$ cat src/rtl/sram_frame_reader.sv
// sram_frame_reader: plays a half-resolution 8-bit image stored in an
// asynchronous SRAM out to a VGA port. Each stored byte is shown as a 2x2
// block of screen pixels. Pixel timing comes from a free-running clock
// divider; every other piece of state advances only on pixel ticks.
module sram_frame_reader #(
    parameter int H_ACTIVE = 640,
    parameter int H_FP     = 16,
    parameter int H_SYNC   = 96,
    parameter int H_BP     = 48,
    parameter int V_ACTIVE = 480,
    parameter int V_FP     = 10,
    parameter int V_SYNC   = 2,
    parameter int V_BP     = 33,
    parameter int PIX_DIV  = 2
) (
    input  logic        clk_in,
    input  logic        reset,
    input  logic        enable,
    output logic [17:0] addr,
    inout  wire  [7:0]  io,
    output logic        cs,
    output logic        oe,
    output logic        we,
    output logic        h_sync,
    output logic        v_sync,
    output logic [3:0]  r_out,
    output logic [3:0]  g_out,
    output logic [3:0]  b_out,
    output logic        busy,
    output logic [1:0]  frame_count
);

    // ------------------------------------------------------------------
    // Derived timing constants, sized to the counters they are compared to
    // ------------------------------------------------------------------
    localparam int H_TOTAL = H_ACTIVE + H_FP + H_SYNC + H_BP;
    localparam int V_TOTAL = V_ACTIVE + V_FP + V_SYNC + V_BP;
    // One spare count of headroom so sync-end constants never wrap
    localparam int HW = $clog2(H_TOTAL + 1);
    localparam int VW = $clog2(V_TOTAL + 1);
    localparam int DW = (PIX_DIV > 1) ? $clog2(PIX_DIV) : 1;

    localparam logic [DW-1:0] DIV_LAST     = DW'(PIX_DIV - 1);
    localparam logic [HW-1:0] H_LAST       = HW'(H_TOTAL - 1);
    localparam logic [VW-1:0] V_LAST       = VW'(V_TOTAL - 1);
    localparam logic [HW-1:0] H_ACT_END    = HW'(H_ACTIVE);
    localparam logic [VW-1:0] V_ACT_END    = VW'(V_ACTIVE);
    localparam logic [HW-1:0] H_ACT_LAST   = HW'(H_ACTIVE - 1);
    localparam logic [HW-1:0] H_SYNC_START = HW'(H_ACTIVE + H_FP);
    localparam logic [HW-1:0] H_SYNC_END   = HW'(H_ACTIVE + H_FP + H_SYNC);
    localparam logic [VW-1:0] V_SYNC_START = VW'(V_ACTIVE + V_FP);
    localparam logic [VW-1:0] V_SYNC_END   = VW'(V_ACTIVE + V_FP + V_SYNC);

    typedef enum logic [1:0] {
        ST_IDLE = 2'd0,
        ST_ARM  = 2'd1,
        ST_PLAY = 2'd2
    } state_t;

    // ------------------------------------------------------------------
    // State registers and their next-state values
    // ------------------------------------------------------------------
    logic [DW-1:0] div_q,  div_d;
    logic [HW-1:0] h_q,    h_d;
    logic [VW-1:0] v_q,    v_d;
    state_t        state_q, state_d;
    logic          cs_q,   cs_d;
    logic          oe_q,   oe_d;
    logic          busy_q, busy_d;
    logic [17:0]   addr_q, addr_d;
    logic [17:0]   line_base_q, line_base_d;
    logic [3:0]    r_q, r_d;
    logic [3:0]    g_q, g_d;
    logic [3:0]    b_q, b_d;
    logic          h_sync_q, h_sync_d;
    logic          v_sync_q, v_sync_d;
    logic [1:0]    frame_count_q, frame_count_d;

    // ------------------------------------------------------------------
    // Decoded pixel position
    // ------------------------------------------------------------------
    logic        tick;
    logic        h_end;
    logic        v_end;
    logic        frame_end;
    logic        pix_active;
    logic        raw_h_sync;
    logic        raw_v_sync;
    logic        in_play;
    logic [17:0] addr_inc;

    // The bus is only ever read; keep it released at all times
    assign io = {8{1'bz}};

    // Colour expansion: each 2-bit field of the byte becomes a 4-bit level.
    // Index 0 = red (d[1:0]), 1 = green (d[3:2]), 2 = blue (d[5:4]).
    logic [3:0] pix_colour [3];
    genvar gi;
    generate
        for (gi = 0; gi < 3; gi++) begin : g_colour
            assign pix_colour[gi] = {io[2*gi+1 -: 2], io[2*gi+1 -: 2]};
        end
    endgenerate

    // The top two data bits carry no colour information
    logic io_top_unused;
    assign io_top_unused = ^io[7:6];

    // Position decode shared by the counters, FSM and pixel pipeline
    always_comb begin
        tick       = (div_q == DIV_LAST);
        h_end      = (h_q == H_LAST);
        v_end      = (v_q == V_LAST);
        frame_end  = tick && h_end && v_end;
        pix_active = (h_q < H_ACT_END) && (v_q < V_ACT_END);
        raw_h_sync = !((h_q >= H_SYNC_START) && (h_q < H_SYNC_END));
        raw_v_sync = !((v_q >= V_SYNC_START) && (v_q < V_SYNC_END));
        in_play    = (state_q == ST_PLAY);
        addr_inc   = addr_q + 18'd1;
    end

    // Next values for the pixel divider and the h/v raster counters
    always_comb begin
        div_d = tick ? '0 : div_q + 1'b1;
        h_d   = h_q;
        v_d   = v_q;
        if (tick) begin
            if (h_end) begin
                h_d = '0;
                v_d = v_end ? '0 : v_q + 1'b1;
            end else begin
                h_d = h_q + 1'b1;
            end
        end
    end

    // Raster counters; the divider restarts from zero out of reset
    always_ff @(posedge clk_in or negedge reset) begin
        if (!reset) begin
            div_q <= '0;
            h_q   <= '0;
            v_q   <= '0;
        end else begin
            div_q <= div_d;
            h_q   <= h_d;
            v_q   <= v_d;
        end
    end

    // Playback state decisions; playback always starts and stops on the
    // tick that wraps the raster back to (0,0), so a frame is never cut
    always_comb begin
        state_d = state_q;
        if (tick) begin
            unique case (state_q)
                ST_IDLE: if (enable) state_d = ST_ARM;
                ST_ARM: begin
                    if (!enable)        state_d = ST_IDLE;
                    else if (frame_end) state_d = ST_PLAY;
                end
                ST_PLAY: if (frame_end && !enable) state_d = ST_IDLE;
                default: state_d = ST_IDLE;
            endcase
        end
        // Strobes follow the state they will accompany
        cs_d   = (state_d != ST_PLAY);
        oe_d   = (state_d != ST_PLAY);
        busy_d = (state_d != ST_IDLE);
    end

    // FSM state with registered SRAM strobes and busy flag
    always_ff @(posedge clk_in or negedge reset) begin
        if (!reset) begin
            state_q <= ST_IDLE;
            cs_q    <= 1'b1;
            oe_q    <= 1'b1;
            busy_q  <= 1'b0;
        end else begin
            state_q <= state_d;
            cs_q    <= cs_d;
            oe_q    <= oe_d;
            busy_q  <= busy_d;
        end
    end

    // Address walk: two screen pixels per byte horizontally, and each
    // stored row is read twice (even screen line, then odd screen line)
    always_comb begin
        addr_d      = addr_q;
        line_base_d = line_base_q;
        if (tick) begin
            if (frame_end || !in_play) begin
                addr_d      = '0;
                line_base_d = '0;
            end else if (pix_active) begin
                if (h_q == H_ACT_LAST) begin
                    if (!v_q[0]) begin
                        // first pass of this row done: replay it
                        addr_d = line_base_q;
                    end else begin
                        // second pass done: next row starts here
                        addr_d      = addr_inc;
                        line_base_d = addr_inc;
                    end
                end else if (h_q[0]) begin
                    addr_d = addr_inc;
                end
            end
        end
    end

    // SRAM address and the base address of the stored row being shown
    always_ff @(posedge clk_in or negedge reset) begin
        if (!reset) begin
            addr_q      <= '0;
            line_base_q <= '0;
        end else begin
            addr_q      <= addr_d;
            line_base_q <= line_base_d;
        end
    end

    // Pixel pipeline: data for the pixel being left is captured on the tick
    // that ends it, and the syncs are delayed by the same single tick
    always_comb begin
        r_d           = r_q;
        g_d           = g_q;
        b_d           = b_q;
        h_sync_d      = h_sync_q;
        v_sync_d      = v_sync_q;
        frame_count_d = frame_count_q;
        if (tick) begin
            h_sync_d = raw_h_sync;
            v_sync_d = raw_v_sync;
            if (in_play && pix_active) begin
                r_d = pix_colour[0];
                g_d = pix_colour[1];
                b_d = pix_colour[2];
            end else begin
                r_d = '0;
                g_d = '0;
                b_d = '0;
            end
            if (in_play && frame_end) begin
                frame_count_d = frame_count_q + 2'd1;
            end
        end
    end

    // Registered colour, delayed syncs and played-frame counter
    always_ff @(posedge clk_in or negedge reset) begin
        if (!reset) begin
            r_q           <= '0;
            g_q           <= '0;
            b_q           <= '0;
            h_sync_q      <= 1'b1;
            v_sync_q      <= 1'b1;
            frame_count_q <= '0;
        end else begin
            r_q           <= r_d;
            g_q           <= g_d;
            b_q           <= b_d;
            h_sync_q      <= h_sync_d;
            v_sync_q      <= v_sync_d;
            frame_count_q <= frame_count_d;
        end
    end

    assign addr        = addr_q;
    assign cs          = cs_q;
    assign oe          = oe_q;
    assign we          = 1'b1;
    assign h_sync      = h_sync_q;
    assign v_sync      = v_sync_q;
    assign r_out       = r_q;
    assign g_out       = g_q;
    assign b_out       = b_q;
    assign busy        = busy_q;
    assign frame_count = frame_count_q;

endmodule

$ cat config.mk
export PLATFORM = sky130hd
export DESIGN_NAME = sram_frame_reader
export DESIGN_NICKNAME = d
export VERILOG_FILES = /design/src/rtl/sram_frame_reader.sv
export SDC_FILE = /design/constraint.sdc
export NUM_CORES = 1
export LEC_CHECK = 0
export BUFFER_PORTS_ARGS = -buffer_cell sky130_fd_sc_hd__buf_4
export CORE_MARGIN = 3
export CORE_UTILIZATION = 53
export DETAILED_ROUTE_END_ITERATION = 12
export HOLD_SLACK_MARGIN = 0.12
export PLACE_DENSITY = 0.8
export SYNTH_ARGS = -nofsm -noshare
export SYNTH_HDL_FRONTEND = slang
export SYNTH_SLANG_ARGS = --single-unit
$ cat constraint.sdc
create_clock -name clk_in -period 1.9 [get_ports clk_in]
set_input_delay 0.38 -clock clk_in [delete_from_list [all_inputs] [get_ports clk_in]]
set_output_delay 0.38 -clock clk_in [all_outputs]
set_load 0.05 [all_outputs]
==> impl_metrics.tcl, run 1 <==
set metrics [dict create \
    power_frac_clock 0.454 \
    die_area_sq_um 8830 \
    hold_path_class "input pin to flip-flop" \
    ys_ff_latch 65 \
    ant_nets 0 \
    fillers 488 \
    synth_flop_cell "dfrtp_1" \
    grt_pass1_wl_mm 18.5 \
    ir_drop_mv 0.394 \
    cts.clk_slew.worst_paths_ns 0.08 \
    drc 0 \
    ys_seq_area_frac 0.397 \
    combPwrFrac 0.051 \
    start_kind "flip-flop" \
    rrSetupSlack_ns -0.21 \
    antenna_found_initial 0 \
    initialDrtViolationCount 440 \
    synth_top_area_cell "dfrtp_1" \
    yosysTopAreaCellShare 0.378 \
    overflow 0 \
    p_leak_nw 2.35 \
    worstPathRequired_ns 2.18 \
    die_y_um 94.0 \
    syn_avg_cell_area_sq_um 9.63 \
    maxSlewHeadroom 0.626 \
    antenna_cells 0 \
    holdWs_ns 0.317 \
    cts_tree "built" \
    finalClockSkew_ns 0.0132 \
    p_per_area_nw_per_um2 531 \
    first_pass_iters 5 \
    busiest_layer "met2" \
    synth-edff-count 0 \
    wire_per_inst_um 19.3 \
    synth_area_leaders "dfrtp_1 38%, buf_4 4.8%, xnor2_1 4.5%, a22o_1 3.2%, nand2_1 3.0%" \
    switching_share 0.246 \
    cts.htree.levels 3 \
    met1_usage 0.337 \
    grt_usage 0.272 \
    hpwlAfterDp_mm 7.84 \
    cp-end-kind "flip-flop" \
    finalHoldViolations 0 \
    violations "negative setup slack" \
    power.total_mw 2.80 \
    switchingPower_uw 691 \
    yosys_warnings 0 \
    cp_max_fo 6 \
    syn_inst 426 \
    tns_ns -3.69 \
    drive_gt1_frac 0.357 \
    drt-vias-per-instance 6.26 \
    finish.net_count 532 \
    power.internal_mw 2.11 \
    arrival_ns 2.38 \
    pwr-share-seq 0.494 \
    numCtsBuffers 9 \
    cts.sinks 65 \
    fin_crit_ns 2.11 \
    dp_cells 598 \
    seqCellArea_sq_um 1650 \
    grt_max_degree 37 \
    syn-cell-area_sq_um 4100 \
    worstMarginPinSlew_ns 0.561 \
    async_flop_share 1.00 \
    rsz0062_at_grt "true" \
    grt.met2_usage 0.441 \
    crit_type "flip-flop to flip-flop" \
    floorplan.initialDensity 0.557 \
    core_sq_um 7370 \
    clkLatencyLatePin_ns 0.36 \
    gp_routability_congestion 0.950 \
    layout_setup_ws_ns -0.206 \
    fmax_mhz 475 \
    io_buffers 27 \
    wl_mm 12.1 \
    cts_root_buf "clkbuf_8" \
    rows 31 \
    max-cap-violations 0 \
    synth_cell_types 77 \
    setup_viol_count_final 38 \
    grt_pass1_vias 3744 \
    clk_path_buf_depth 2 \
    outcome "finished, violations left" \
    vias 3929 \
    final.period_utilization 1.11 \
    grtUsageMet3 0.0713 \
    multi_input_area_sq_um 2310 \
    slew_viol_final 0 \
    area_delta_synth_final_pct 28.8 \
    die_w_um 94.0 \
    final_cells 628 \
    io_pins 49 \
]
[critical path: stages, from the launching register on]
cell and delay (ns):
dfrtp_1 0.40, or3_4 0.42, nor4_4 0.27, buf_4 0.19, a21oi_4 0.07, a21oi_4 0.26, buf_6 0.18, mux2i_1 0.22
[Yosys cell counts, types with 4 or more instances]
| cell type | instances |
|---|---|
| buf_4 | 26 |
| a22o_1 | 15 |
| ha_1 | 5 |
| o221ai_1 | 4 |
| o21ai_1 | 4 |
| nand3_1 | 20 |
| nand2b_1 | 4 |
| o21ai_0 | 12 |
| and3_1 | 9 |
| nor2_1 | 16 |
| a21oi_1 | 16 |
| nor3_1 | 13 |
| o2bb2ai_1 | 6 |
| o31ai_1 | 6 |
| a21o_1 | 4 |
| buf_2 | 8 |
| xor2_1 | 5 |
| nand4_1 | 16 |
| clkbuf_1 | 5 |
| o22ai_1 | 6 |
| dfrtp_1 | 62 |
| nor4_1 | 5 |
| xnor2_1 | 21 |
| inv_1 | 19 |
| buf_6 | 5 |
| o211ai_1 | 5 |
| nand2_1 | 33 |
[state kept, by name (all words and copies together), names as in the netlist]
register,cells
v_sync,1
v_q,10
oe,1
addr,18
frame_count,2
busy,1
state_q,2
line_base_q,18
h_sync,1
h_q,10
div_q,1
[power by group through the flow]
stage / Clock, mW / Combinational, mW / Sequential, mW
global route: 1.35 / 0.153 / 1.39
global placement: 0 / 0.141 / 1.41
floorplan: 0 / 0.129 / 1.42
CTS: 1.27 / 0.144 / 1.39
detailed placement: 0 / 0.142 / 1.41
finish: 1.27 / 0.144 / 1.39
[final cells by class]
class / count / share of cell area
clock buffer: 14 / 0.0327
clock inverter: 2 / 0.00663
inverter: 21 / 0.0173
multi-input combinational: 314 / 0.437
sequential: 65 / 0.312
tap: 99 / 0.0234
timing repair buffer: 113 / 0.171
[cells in the final DEF, fill, tap and decap left out, types with 4 or more instances in the layout]
| cell type | Yosys | final |
|---|---|---|
| buf_4 | 26 | 103 |
| dfrtp_1 | 62 | 49 |
| nand2_1 | 33 | 33 |
| xnor2_1 | 21 | 21 |
| conb_1 | 2 | 21 |
| nand3_1 | 20 | 19 |
| inv_1 | 19 | 18 |
| nor2_1 | 16 | 16 |
| nand4_1 | 16 | 16 |
| a22o_1 | 15 | 15 |
| a21oi_1 | 16 | 14 |
| dfrtp_2 | 0 | 13 |
| nor3_1 | 13 | 12 |
| clkbuf_8 | 0 | 12 |
| and3_1 | 9 | 9 |
| o21ai_0 | 12 | 7 |
| o21ai_1 | 4 | 6 |
| o22ai_1 | 6 | 6 |
| o31ai_1 | 6 | 6 |
| buf_6 | 5 | 6 |
| o2bb2ai_1 | 6 | 5 |
| xor2_1 | 5 | 5 |
| nor4_1 | 5 | 5 |
| o211ai_1 | 5 | 5 |
| nand2b_1 | 4 | 4 |
| a21o_1 | 4 | 4 |
| o221ai_2 | 0 | 4 |
[through the flow]
| step | utilization | instance area, sq um | worst slack [ns] |
|---|---|---|---|
| after detailed placement | 0.654 | 4820 | -0.0878 |
| after floorplan | - | 4270 | -0.0500 |
| after CTS | 0.700 | 5160 | -0.0532 |
| after global routing | 0.717 | 5280 | -0.273 |
| final | 0.717 | 5280 | -0.206 |
| after global placement | 0.654 | 4820 | -0.0675 |
[kinds of logic after synthesis]
group	after synthesis	synth area share
AND/OR/NAND/NOR	152	0.229
AO/OA/AOI/OAI	105	0.193
buffers and inverters	66	0.0958
flip-flops	65	0.397
XOR/XNOR	26	0.0555
adder cells (fa/ha/maj)	5	0.0152
multiplexers	5	0.0128
other	2	0.00183
[per-layer routing]
metal,vias up,share of wire
li1,1733,-
met5,-,0
met3,43,0.085
met1,1919,0.39
met4,0,0.033
met2,234,0.49
[final timing paths]
check	endpoint	start	cells past startpoint
min	oe	enable	3
max	addr[7]	v_q[4]	7
max in group asynchronous	h_sync	reset	3
min reg2reg	frame_count[1]	frame_count[1]	1
min in group asynchronous	v_q[4]	reset	2
max reg2reg	addr[7]	v_q[4]	7
[what timing repair did]
| item | 4_1_cts | 5_1_grt |
|---|---|---|
| endpoints found under the setup margin | 32 | 48 |
| setup buffers | 8 | 6 |
| endpoints found under the hold margin | 29 | 0 |
| hold buffers | 1 | 0 |
| gates cloned | 0 | 0 |
| resized for setup | 17 | 21 |
| pin swaps | 13 | 8 |
Power figures use the tool's default switching activity.
==> inputs of run 2 (changes only) <==
--- a/config.mk
+++ b/config.mk
@@ -5,12 +5,14 @@
 export SDC_FILE = /design/constraint.sdc
 export NUM_CORES = 1
 export LEC_CHECK = 0
+export ABC_AREA = 1
 export BUFFER_PORTS_ARGS = -buffer_cell sky130_fd_sc_hd__buf_4
 export CORE_MARGIN = 3
 export CORE_UTILIZATION = 53
+export CTS_CLUSTER_SIZE = 30
 export DETAILED_ROUTE_END_ITERATION = 12
 export HOLD_SLACK_MARGIN = 0.12
-export PLACE_DENSITY = 0.8
+export PLACE_DENSITY = 0.79
 export SYNTH_ARGS = -nofsm -noshare
 export SYNTH_HDL_FRONTEND = slang
 export SYNTH_SLANG_ARGS = --single-unit
==> run 2 against run 1 <==
Compared with the run above: the run now ends clean; global-route usage shrank 3.1 points; register-to-register slack better by 0.33 ns; clock-buffer cell count is 2 lower; hold slack improved by 0.0083 ns; critical path depth rose by 2; critical path type unchanged.
==> impl_metrics.tcl, run 2 <==
set metrics [dict create \
    ir_drop_mv 0.362 \
    drc 0 \
    utilization 0.643 \
    dpl_cell_area_sq_um 4410 \
    ant_nets 0 \
    cts.sinks 65 \
    yosysTopAreaCellShare 0.371 \
    worstMarginPinSlew_ns 0.530 \
    wire_per_inst_um 13.9 \
    drive_gt1_frac 0.186 \
    min-delay-start "enable" \
    cp-end-kind "flip-flop" \
    clk_path_buf_depth 2 \
    yosys_warnings 0 \
    synth_flop_cell "dfrtp_1" \
    cts_tree "built" \
    slew_viol_final 0 \
    async_flop_share 1.00 \
    worstPathRequired_ns 2.19 \
    dp_cells 693 \
    final_common_cell "nand2_1" \
    grt_max_degree 40 \
    overflow 0 \
    grt_usage 0.240 \
    core_sq_um 7450 \
    hold_path_class "input pin to flip-flop" \
    start_kind "flip-flop" \
    finish.net_count 622 \
    synthTopCellsByCount "191 x nand2_1, 62 x dfrtp_1, 55 x inv_1, 47 x nand3_1, 46 x o21ai_0" \
    grt_pass1_vias 3644 \
    synth-edff-count 0 \
    floorplan.initialDensity 0.562 \
    ys_seq_area_frac 0.390 \
    gp_routability_congestion 0.891 \
    outcome "complete, no violations" \
    postLayoutCellArea_sq_um 4790 \
    crit_start "h_q[1]" \
    antenna_cells 0 \
    synth_area_leaders "dfrtp_1 37%, nand2_1 17%, nand3_1 5.6%, o21ai_0 5.5%, inv_1 4.9%" \
    arrival_ns 2.07 \
    cts.clk_slew.worst_paths_ns 0.08 \
    hpwlAfterDp_mm 7.08 \
    p_leak_nw 2.29 \
    fmax_mhz 562 \
    rows 31 \
    finalHoldViolations 0 \
    io_pins 49 \
    clkLatencyLatePin_ns 0.35 \
    p_per_area_nw_per_um2 548 \
    initialDrtViolationCount 237 \
    drt-vias-per-instance 5.33 \
    yosysMostFrequentCell "nand2_1" \
    grt_pass1_wl_mm 17.0 \
    wl_mm 10.0 \
    syn_inst 571 \
    first_pass_iters 4 \
    tns_ns 0 \
    synth_top_area_cell "dfrtp_1" \
    final_cell_mix "191 x nand2_1, 57 x dfrtp_1, 52 x inv_1, 46 x nand3_1, 43 x o21ai_0" \
    crit_type "flip-flop to flip-flop" \
    synth_cell_types 45 \
    setup_viol_count_final 0 \
    cts_root_buf "clkbuf_8" \
    final_cells 718 \
    syn-cell-area_sq_um 4180 \
    antenna_found_initial 0 \
    fin_crit_ns 1.78 \
    die_w_um 94.8 \
    die_y_um 94.8 \
    maxSlewHeadroom 0.638 \
    die_area_sq_um 8990 \
    crit-reg2reg-launch "h_q[1]" \
    max-cap-violations 0 \
    cts.htree.levels 3 \
    area_delta_synth_final_pct 14.6 \
    numCtsBuffers 9 \
    syn_avg_cell_area_sq_um 7.33 \
    final.period_utilization 0.937 \
    vias 3825 \
    ys_ff_latch 65 \
    io_buffers 27 \
    finalClockSkew_ns 0.0104 \
    fillers 631 \
    cp_max_fo 9 \
]
==> run 2: cell type report <==
| class | instances | area [sq um] | share of cell area |
|---|---|---|---|
| clock buffer | 12 | 155 | 0.0324 |
| clock inverter | 4 | 27.5 | 0.00574 |
| inverter | 61 | 241 | 0.0504 |
| multi-input combinational | 431 | 2210 | 0.461 |
| sequential | 65 | 1640 | 0.342 |
| tap | 99 | 124 | 0.0258 |
| timing repair buffer | 46 | 398 | 0.0830 |
==> run 2: cells by family after synthesis <==
group	Yosys count	share of synthesized area
and+or+nand+nor	333	0.371
buffers and inverters	94	0.122
DFF	65	0.390
AOI/OAI and AO/OA	63	0.0808
xor gates and xnor gates	8	0.0168
adders and majority gates	5	0.0150
other	2	0.00180
muxes	1	0.00239
==> run 2: stage by stage <==
step	setup slack (ns)	total power, mW	hold WS, ns
6_report	0.120	2.63	0.325
5_1_grt	-0.00428	2.73	0.337
4_1_cts	0.000876	2.64	0.314
3_5_place_dp	-0.0431	1.55	0.392
3_3_place_gp	0.0380	1.55	0.389
2_1_floorplan	0.00741	1.54	0.0844
==> run 2: where the power goes <==
group	total (mW)	internal, mW	switching [mW]
logic	0.136	0.0111	0.124
registers	1.39	1.38	0.00243
clock network	1.10	0.543	0.560
total	2.63	1.94	0.687
==> run 2: repair_timing <==
item                       4_1_cts  5_1_grt
gates resized for setup          3       22
hold buffers                     1        0
hold endpoints to repair        38        0
pin swaps                        3        2
buffers inserted                 3        5
setup endpoints to repair       20       42
==> run 2: critical path: stages (launching register included) <==
cell,delay [ns]
dfrtp_1,0.40
ha_4,0.17
nand4_2,0.15
nor2_4,0.16
nand3_4,0.15
nand3_4,0.14
nand2_8,0.10
nor2_4,0.26
nand3_1,0.12
nand2_1,0.08
==> run 2: per-layer routing <==
layer,global-route usage,vias up,part of all wire
met2,0.408,137,0.49
li1,-,1871,-
met3,0.0606,30,0.055
met4,0.0913,0,0.025
met1,0.293,1787,0.43
met5,0,-,0
==> run 2: final timing paths <==
| check | cells after the start | slack (ns) | to |
|---|---|---|---|
| setup / recovery | 9 | 0.12 | line_base_q[16] |
| hold / removal | 4 | 0.33 | oe |
| setup reg to reg | 9 | 0.12 | line_base_q[16] |
| hold reg to reg | 2 | 0.47 | line_base_q[3] |
| max in group asynchronous | 3 | 0.74 | h_sync |
| min in group asynchronous | 2 | 0.55 | addr[4] |
